--- config.mk ---
export PLATFORM = sky130hd
export DESIGN_NAME = reorder_buffer
export DESIGN_NICKNAME = d
export VERILOG_FILES = /design/src/rtl/reorder_buffer.sv
export SDC_FILE = /design/constraint.sdc
export NUM_CORES = 2
export LEC_CHECK = 0
export ABC_AREA = 0
export CAP_MARGIN = 40
export CORE_MARGIN = 5
export CORE_UTILIZATION = 60
export CTS_CLUSTER_SIZE = 12
export DETAILED_ROUTE_END_ITERATION = 8
export HOLD_SLACK_MARGIN = 0.15
export PLACE_DENSITY = 0.83
export SLEW_MARGIN = 20
export SYNTH_ARGS = -nofsm -noshare
export SYNTH_HDL_FRONTEND = slang
export SYNTH_SLANG_ARGS = --single-unit
export TNS_END_PERCENT = 5
--- constraint.sdc ---
create_clock -name clk -period 11.5 [get_ports clk]
set_clock_uncertainty 0.15 [all_clocks]
set_input_delay 2.3 -clock clk [delete_from_list [all_inputs] [get_ports clk]]
set_output_delay 2.3 -clock clk [all_outputs]
set_load 0.02 [all_outputs]
--- src/rtl/reorder_buffer.sv ---
// In-order completion buffer: allocates tagged entries at issue, captures
// CDB results, forwards operand readiness, and retires one entry per cycle.
// A committing mispredicted branch empties the buffer and redirects fetch.
module reorder_buffer #(
  parameter int ROB_ID_WIDTH = 3,
  parameter int VAL_WIDTH    = 32,
  parameter int ADDR_WIDTH   = 32
) (
  input  logic                    clk,
  input  logic                    rst_in,
  input  logic                    rdy_in,
  input  logic                    dec2rob_en,
  input  logic [4:0]              dec_rd,
  input  logic                    dec_is_store,
  input  logic                    dec_is_branch,
  output logic                    rob_full,
  output logic [ROB_ID_WIDTH:0]   newTag,
  input  logic [ROB_ID_WIDTH:0]   q_lab1,
  input  logic [ROB_ID_WIDTH:0]   q_lab2,
  output logic                    ready1,
  output logic                    ready2,
  output logic [VAL_WIDTH-1:0]    res1,
  output logic [VAL_WIDTH-1:0]    res2,
  input  logic                    rs_cdb_en,
  input  logic [ROB_ID_WIDTH:0]   rs_cdb2lab,
  input  logic [VAL_WIDTH-1:0]    rs_cdb2val,
  input  logic                    lsb_cdb_en,
  input  logic [ROB_ID_WIDTH:0]   lsb_cdb2lab,
  input  logic [VAL_WIDTH-1:0]    lsb_cdb2val,
  input  logic                    br_en,
  input  logic [ROB_ID_WIDTH:0]   br_lab,
  input  logic                    br_mispredict,
  input  logic [ADDR_WIDTH-1:0]   br_target,
  output logic                    commit_en,
  output logic [ROB_ID_WIDTH:0]   commit_lab,
  output logic [VAL_WIDTH-1:0]    commit_val,
  output logic [4:0]              commit_rd,
  output logic                    commit_store,
  output logic                    flush,
  output logic [ADDR_WIDTH-1:0]   rob2if_pc
);

  localparam int ROB_SIZE = 1 << ROB_ID_WIDTH;

  typedef logic [ROB_ID_WIDTH-1:0] idx_t;
  typedef logic [ROB_ID_WIDTH:0]   tag_t;

  localparam tag_t FULL_CNT = {1'b1, {ROB_ID_WIDTH{1'b0}}};

  // Tags are 1-based so that 0 can mean "no dependency".
  function automatic idx_t tag2idx(input tag_t t);
    return idx_t'(t - tag_t'(1));
  endfunction

  function automatic tag_t idx2tag(input idx_t i);
    return {1'b0, i} + tag_t'(1);
  endfunction

  logic                  busy_q [ROB_SIZE];
  logic                  busy_d [ROB_SIZE];
  logic                  ready_q [ROB_SIZE];
  logic                  ready_d [ROB_SIZE];
  logic [4:0]            rd_q [ROB_SIZE];
  logic [4:0]            rd_d [ROB_SIZE];
  logic [VAL_WIDTH-1:0]  value_q [ROB_SIZE];
  logic [VAL_WIDTH-1:0]  value_d [ROB_SIZE];
  logic                  is_store_q [ROB_SIZE];
  logic                  is_store_d [ROB_SIZE];
  logic                  is_branch_q [ROB_SIZE];
  logic                  is_branch_d [ROB_SIZE];
  logic                  mispredict_q [ROB_SIZE];
  logic                  mispredict_d [ROB_SIZE];
  logic [ADDR_WIDTH-1:0] target_q [ROB_SIZE];
  logic [ADDR_WIDTH-1:0] target_d [ROB_SIZE];

  idx_t head_q, head_d, tail_q, tail_d;
  tag_t count_q, count_d;

  logic                  commit_en_q, commit_en_d;
  tag_t                  commit_lab_q, commit_lab_d;
  logic [VAL_WIDTH-1:0]  commit_val_q, commit_val_d;
  logic [4:0]            commit_rd_q, commit_rd_d;
  logic                  commit_store_q, commit_store_d;
  logic                  flush_q, flush_d;
  logic [ADDR_WIDTH-1:0] pc_q, pc_d;

  assign rob_full     = (count_q == FULL_CNT);
  assign newTag       = idx2tag(tail_q);
  assign commit_en    = commit_en_q;
  assign commit_lab   = commit_lab_q;
  assign commit_val   = commit_val_q;
  assign commit_rd    = commit_rd_q;
  assign commit_store = commit_store_q;
  assign flush        = flush_q;
  assign rob2if_pc    = pc_q;

  tag_t                 q_lab [2];
  logic                 q_ready [2];
  logic [VAL_WIDTH-1:0] q_res [2];

  assign q_lab[0] = q_lab1;
  assign q_lab[1] = q_lab2;
  assign ready1   = q_ready[0];
  assign ready2   = q_ready[1];
  assign res1     = q_res[0];
  assign res2     = q_res[1];

  // Operand lookup with same-cycle CDB forwarding; RS port wins over LSB.
  always_comb begin
    idx_t qi;
    qi = '0;
    for (int k = 0; k < 2; k++) begin
      q_ready[k] = 1'b0;
      q_res[k]   = '0;
      qi         = tag2idx(q_lab[k]);
      if (q_lab[k] != '0 && busy_q[qi]) begin
        if (rs_cdb_en && rs_cdb2lab == q_lab[k]) begin
          q_ready[k] = 1'b1;
          q_res[k]   = rs_cdb2val;
        end else if (lsb_cdb_en && lsb_cdb2lab == q_lab[k]) begin
          q_ready[k] = 1'b1;
          q_res[k]   = lsb_cdb2val;
        end else if (ready_q[qi]) begin
          q_ready[k] = 1'b1;
          q_res[k]   = value_q[qi];
        end
      end
    end
  end

  // Next-state: CDB capture, branch resolution, retire, allocate, flush.
  always_comb begin
    idx_t ri, li, bi;
    logic do_commit, do_issue, do_flush;

    busy_d       = busy_q;
    ready_d      = ready_q;
    rd_d         = rd_q;
    value_d      = value_q;
    is_store_d   = is_store_q;
    is_branch_d  = is_branch_q;
    mispredict_d = mispredict_q;
    target_d     = target_q;
    head_d       = head_q;
    tail_d       = tail_q;
    count_d      = count_q;

    commit_en_d    = 1'b0;
    commit_store_d = 1'b0;
    flush_d        = 1'b0;
    commit_lab_d   = commit_lab_q;
    commit_val_d   = commit_val_q;
    commit_rd_d    = commit_rd_q;
    pc_d           = pc_q;

    ri = tag2idx(rs_cdb2lab);
    li = tag2idx(lsb_cdb2lab);
    bi = tag2idx(br_lab);

    do_commit = busy_q[head_q] && ready_q[head_q];
    do_issue  = dec2rob_en && !rob_full;
    do_flush  = do_commit && is_branch_q[head_q] && mispredict_q[head_q];

    if (rdy_in) begin
      // LSB is applied first so RS wins a same-tag collision, matching forwarding.
      if (lsb_cdb_en && lsb_cdb2lab != '0 && busy_q[li]) begin
        value_d[li] = lsb_cdb2val;
        ready_d[li] = 1'b1;
      end
      if (rs_cdb_en && rs_cdb2lab != '0 && busy_q[ri]) begin
        value_d[ri] = rs_cdb2val;
        ready_d[ri] = 1'b1;
      end
      if (br_en && br_lab != '0 && busy_q[bi]) begin
        mispredict_d[bi] = br_mispredict;
        target_d[bi]     = br_target;
      end

      if (do_commit) begin
        commit_en_d    = 1'b1;
        commit_lab_d   = idx2tag(head_q);
        commit_val_d   = value_q[head_q];
        commit_rd_d    = rd_q[head_q];
        commit_store_d = is_store_q[head_q];
        busy_d[head_q]  = 1'b0;
        ready_d[head_q] = 1'b0;
        head_d          = head_q + idx_t'(1);
      end

      if (do_issue) begin
        busy_d[tail_q]       = 1'b1;
        ready_d[tail_q]      = 1'b0;
        mispredict_d[tail_q] = 1'b0;
        rd_d[tail_q]         = dec_rd;
        is_store_d[tail_q]   = dec_is_store;
        is_branch_d[tail_q]  = dec_is_branch;
        tail_d               = tail_q + idx_t'(1);
      end

      case ({do_issue, do_commit})
        2'b10:   count_d = count_q + tag_t'(1);
        2'b01:   count_d = count_q - tag_t'(1);
        default: count_d = count_q;
      endcase

      // Wrong-path work is dropped wholesale, including this edge's issue/CDB.
      if (do_flush) begin
        for (int i = 0; i < ROB_SIZE; i++) begin
          busy_d[i]       = 1'b0;
          ready_d[i]      = 1'b0;
          mispredict_d[i] = 1'b0;
        end
        head_d  = '0;
        tail_d  = '0;
        count_d = '0;
        flush_d = 1'b1;
        pc_d    = target_q[head_q];
      end
    end
  end

  // State and registered outputs.
  always_ff @(posedge clk) begin
    if (rst_in) begin
      for (int i = 0; i < ROB_SIZE; i++) begin
        busy_q[i]       <= 1'b0;
        ready_q[i]      <= 1'b0;
        rd_q[i]         <= '0;
        value_q[i]      <= '0;
        is_store_q[i]   <= 1'b0;
        is_branch_q[i]  <= 1'b0;
        mispredict_q[i] <= 1'b0;
        target_q[i]     <= '0;
      end
      head_q         <= '0;
      tail_q         <= '0;
      count_q        <= '0;
      commit_en_q    <= 1'b0;
      commit_lab_q   <= '0;
      commit_val_q   <= '0;
      commit_rd_q    <= '0;
      commit_store_q <= 1'b0;
      flush_q        <= 1'b0;
      pc_q           <= '0;
    end else begin
      busy_q         <= busy_d;
      ready_q        <= ready_d;
      rd_q           <= rd_d;
      value_q        <= value_d;
      is_store_q     <= is_store_d;
      is_branch_q    <= is_branch_d;
      mispredict_q   <= mispredict_d;
      target_q       <= target_d;
      head_q         <= head_d;
      tail_q         <= tail_d;
      count_q        <= count_d;
      commit_en_q    <= commit_en_d;
      commit_lab_q   <= commit_lab_d;
      commit_val_q   <= commit_val_d;
      commit_rd_q    <= commit_rd_d;
      commit_store_q <= commit_store_d;
      flush_q        <= flush_d;
      pc_q           <= pc_d;
    end
  end

endmodule

==> impl_metrics.py <==
metrics = {
    "floorplanning": {
        "ioPinCount": 278,
        "dieHeight_um": 256,
        "dieWidth_um": 256,
        "die_area_um2": 65400,
        "initial_core_util": 0.603,
        "core_um2": 60000,
        "rows": 90,
    },
    "timing": {
        "hold_viol_final": 0,
        "worstMarginPinSlew_ns": 1.05,
        "max_slew_margin": 0.303,
        "setup-violations-final": 0,
        "rsz0062_at_grt": "no",
        "timing.final.crit_period_ns": 9.20,
        "finalCritPeriodShare": 0.800,
        "fin_tns_setup_ns": 0,
        "holdWs_ns": 0.300,
        "maxSlewViolCount": 0,
        "clock.fmax_mhz": 109,
    },
    "clocking": {
        "cts_tree": "yes",
        "clkSinkCount": 678,
        "clk_path_buf_depth": 3,
        "root_buffer": "clkbuf_16",
        "postCtsHoldBufs": 0,
        "postCtsSetupBuffers": 0,
        "cts_resized": 0,
        "cts-buffers-inserted": 73,
        "insertion_delay_ns": 0.63,
        "clkTransAtPathRegs_ns": 0.06,
        "h-tree-depth": 3,
    },
    "hold_path": {
        "hold_class": "reg -> reg",
    },
    "synthesis": {
        "syn-num-nets": 4561,
        "ys_warn_count": 0,
        "synthArstFlopShare": 0,
        "synth-compound-area-share": 0.252,
        "synth-seq-area-share": 0.375,
        "synthFlopType": "dfxtp_1",
        "synth_top_family_by_area": "compound AO/OA/AOI/OAI gates",
        "synth_cell_type_count": 72,
        "synthAdderAreaFrac": 0.00435,
        "synthMuxAreaShare": 0.147,
        "avgSynthCellArea_um2": 8.20,
        "netlist_area_um2": 36200,
        "synth_cells": 4418,
        "synth_edf_count": 0,
        "ys_ff_latch": 678,
        "synth_xor_area_frac": 0.00746,
        "yosys.area_share.simple": 0.150,
    },
    "placed_design": {
        "place_congestion": 0.974,
        "dpl.hpwl_um": 82900,
        "portBuffers": 277,
    },
    "setup_path": {
        "cp_slowest_cell": "ha_4",
        "start_kind": "input pin",
        "path_class": "in -> out",
        "cp-end-kind": "primary output",
        "crit_buf_inv": 4,
        "crit_fanout": 32,
        "critPathMaxStageDelay_ns": 0.66,
        "crit_chain": "buf_4 -> inv_1 -> ha_4 -> mux4_2 -> mux2i_1 -> or2_2 -> buf_12 -> a21oi_1 -> a21oi_1 -> a211oi_1 -> clkdlybuf4s50_1",
        "cp_common_cell": "a21oi_1",
        "critPathArrivalTime_ns": 6.75,
        "critical_path_required_ns": 9.05,
        "crit_family": "buffers and inverters",
    },
    "global_routing": {
        "first_global_vias": 36173,
        "grt_util_all_layers": 0.414,
        "grt_start_max_net_pins": 216,
        "globalRouteOverflowTotal": 0,
        "grt_pass1_wl_um": 215000,
        "antenna_found_initial": 14,
    },
    "cells_and_area": {
        "drive_above_1_share": 0.108,
        "num-fill-cells": 4565,
        "syn_to_final_growth_pct": 14.4,
        "final_cell_mix": "773 x nand2_1, 675 x dfxtp_1, 604 x a21oi_1",
        "fin_nets": 4491,
        "layout_commonest_cell": "nand2_1",
    },
    "detailed_routing": {
        "dr.pass1.iters": 9,
        "ant_nets": 0,
        "drtIter0Drc": 7184,
        "dr_total_vias": 38143,
        "drt_wl_total_um": 144000,
        "wl_per_cell_um": 27.8,
        "drc": 46,
        "vias_per_cell": 7.36,
    },
    "power": {
        "irDropWorstVdd_v": 0.0000973,
        "powerDensity_nw_per_um2": 122,
        "power.leakage_nw": 13.0,
    },
    "status": {
        "violations": "DRC",
        "status": "finished with violations",
    },
    "flow_run": {
        "max_cap_violations": 0,
    },
}
## layer usage
metal | up-vias | part of all wire | GRT usage
li1 | 15918 | - | -
met1 | 17610 | 0.33 | 0.491
met5 | - | 0.0010 | 0.0102
met2 | 3538 | 0.42 | 0.620
met3 | 1065 | 0.17 | 0.161
met4 | 12 | 0.085 | 0.282
## final timing paths
check | from | cells past startpoint | slack (ns) | end
setup reg to reg | head_q[1] | 16 | 6.43 | count_q[3]
setup / recovery | q_lab2[0] | 11 | 2.30 | res2[0]
hold reg to reg | target_q[5] | 2 | 0.30 | target_q[5]
hold / removal | target_q[5] | 2 | 0.30 | target_q[5]
## report_power, final
part | internal, mW | total, mW | switching (mW) | leakage [nW]
combinational | 0.128 | 0.401 | 0.273 | 6.45
clock | 1.30 | 2.29 | 0.996 | 1.11
sequential | 2.35 | 2.36 | 0.00645 | 5.46
total | 3.78 | 5.06 | 1.28 | 13.0
## layout make-up
class                           count  area [um2]  area share
Multi-Input combinational cell   3191       20500       0.496
Sequential cell                   678       13600       0.328
Timing Repair Buffer              380        3940      0.0951
Clock buffer                      103        2100      0.0508
Tap cell                          782         978      0.0236
Clock inverter                     17         168     0.00405
Inverter                           24        90.1     0.00217
Antenna cell                        9        22.5    0.000544
## flip-flops by register name, indices dropped and copies added, names as in the netlist, 5 cells and up
| name | cells |
|---|---|
| is_store_q | 8 |
| ready_q | 8 |
| is_branch_q | 8 |
| target_q | 256 |
| value_q | 256 |
| rob2if_pc | 32 |
| commit_val | 32 |
| rd_q | 40 |
| commit_rd | 5 |
| mispredict_q | 8 |
| busy_q | 8 |
## cell usage after synthesis (all sizes together), types with 41 or more instances
library cell | n | area (um2)
nand3 | 42 | 215
a21oi | 608 | 3040
o21ai | 141 | 706
clkbuf | 291 | 1110
buf | 234 | 1140
a22oi | 41 | 308
dfxtp | 678 | 13600
mux2i | 109 | 1090
a211oi | 266 | 2010
o22ai | 268 | 1680
a221oi | 64 | 561
nor2 | 419 | 1580
mux4 | 171 | 3850
nand2 | 781 | 2970
## cell families after synthesis
group                      after synthesis
buffers and inverters                  549
muxes                                  313
adders and majority gates               12
AOI/OAI and AO/OA                     1484
xor gates and xnor gates                30
and+or+nand+nor                       1352
DFF                                    678
## stage by stage
step                worst slack [ns]  total power, mW  cells  area, um2   util
floorplan                       3.79             2.65   4418      36200      -
global placement                2.46             2.78   5028      38600  0.642
detailed placement              2.71             2.79   5048      39000  0.649
CTS                             2.70             5.02   5168      41200  0.687
global route                    2.37             5.15   5180      41400  0.690
finish                          2.30             5.06   5184      41400  0.690
## worst register-to-register path: cells and delay by family (launching register included)
kind	cells	cell delay, ns
xor+xnor	1	0.20
flops	1	0.76
fa+ha+maj	1	0.28
compound gates	3	0.48
mux	1	0.37
simple gates	7	1.24
buf+inv	3	1.53
Note: power is estimated with default switching activity, not from simulation.
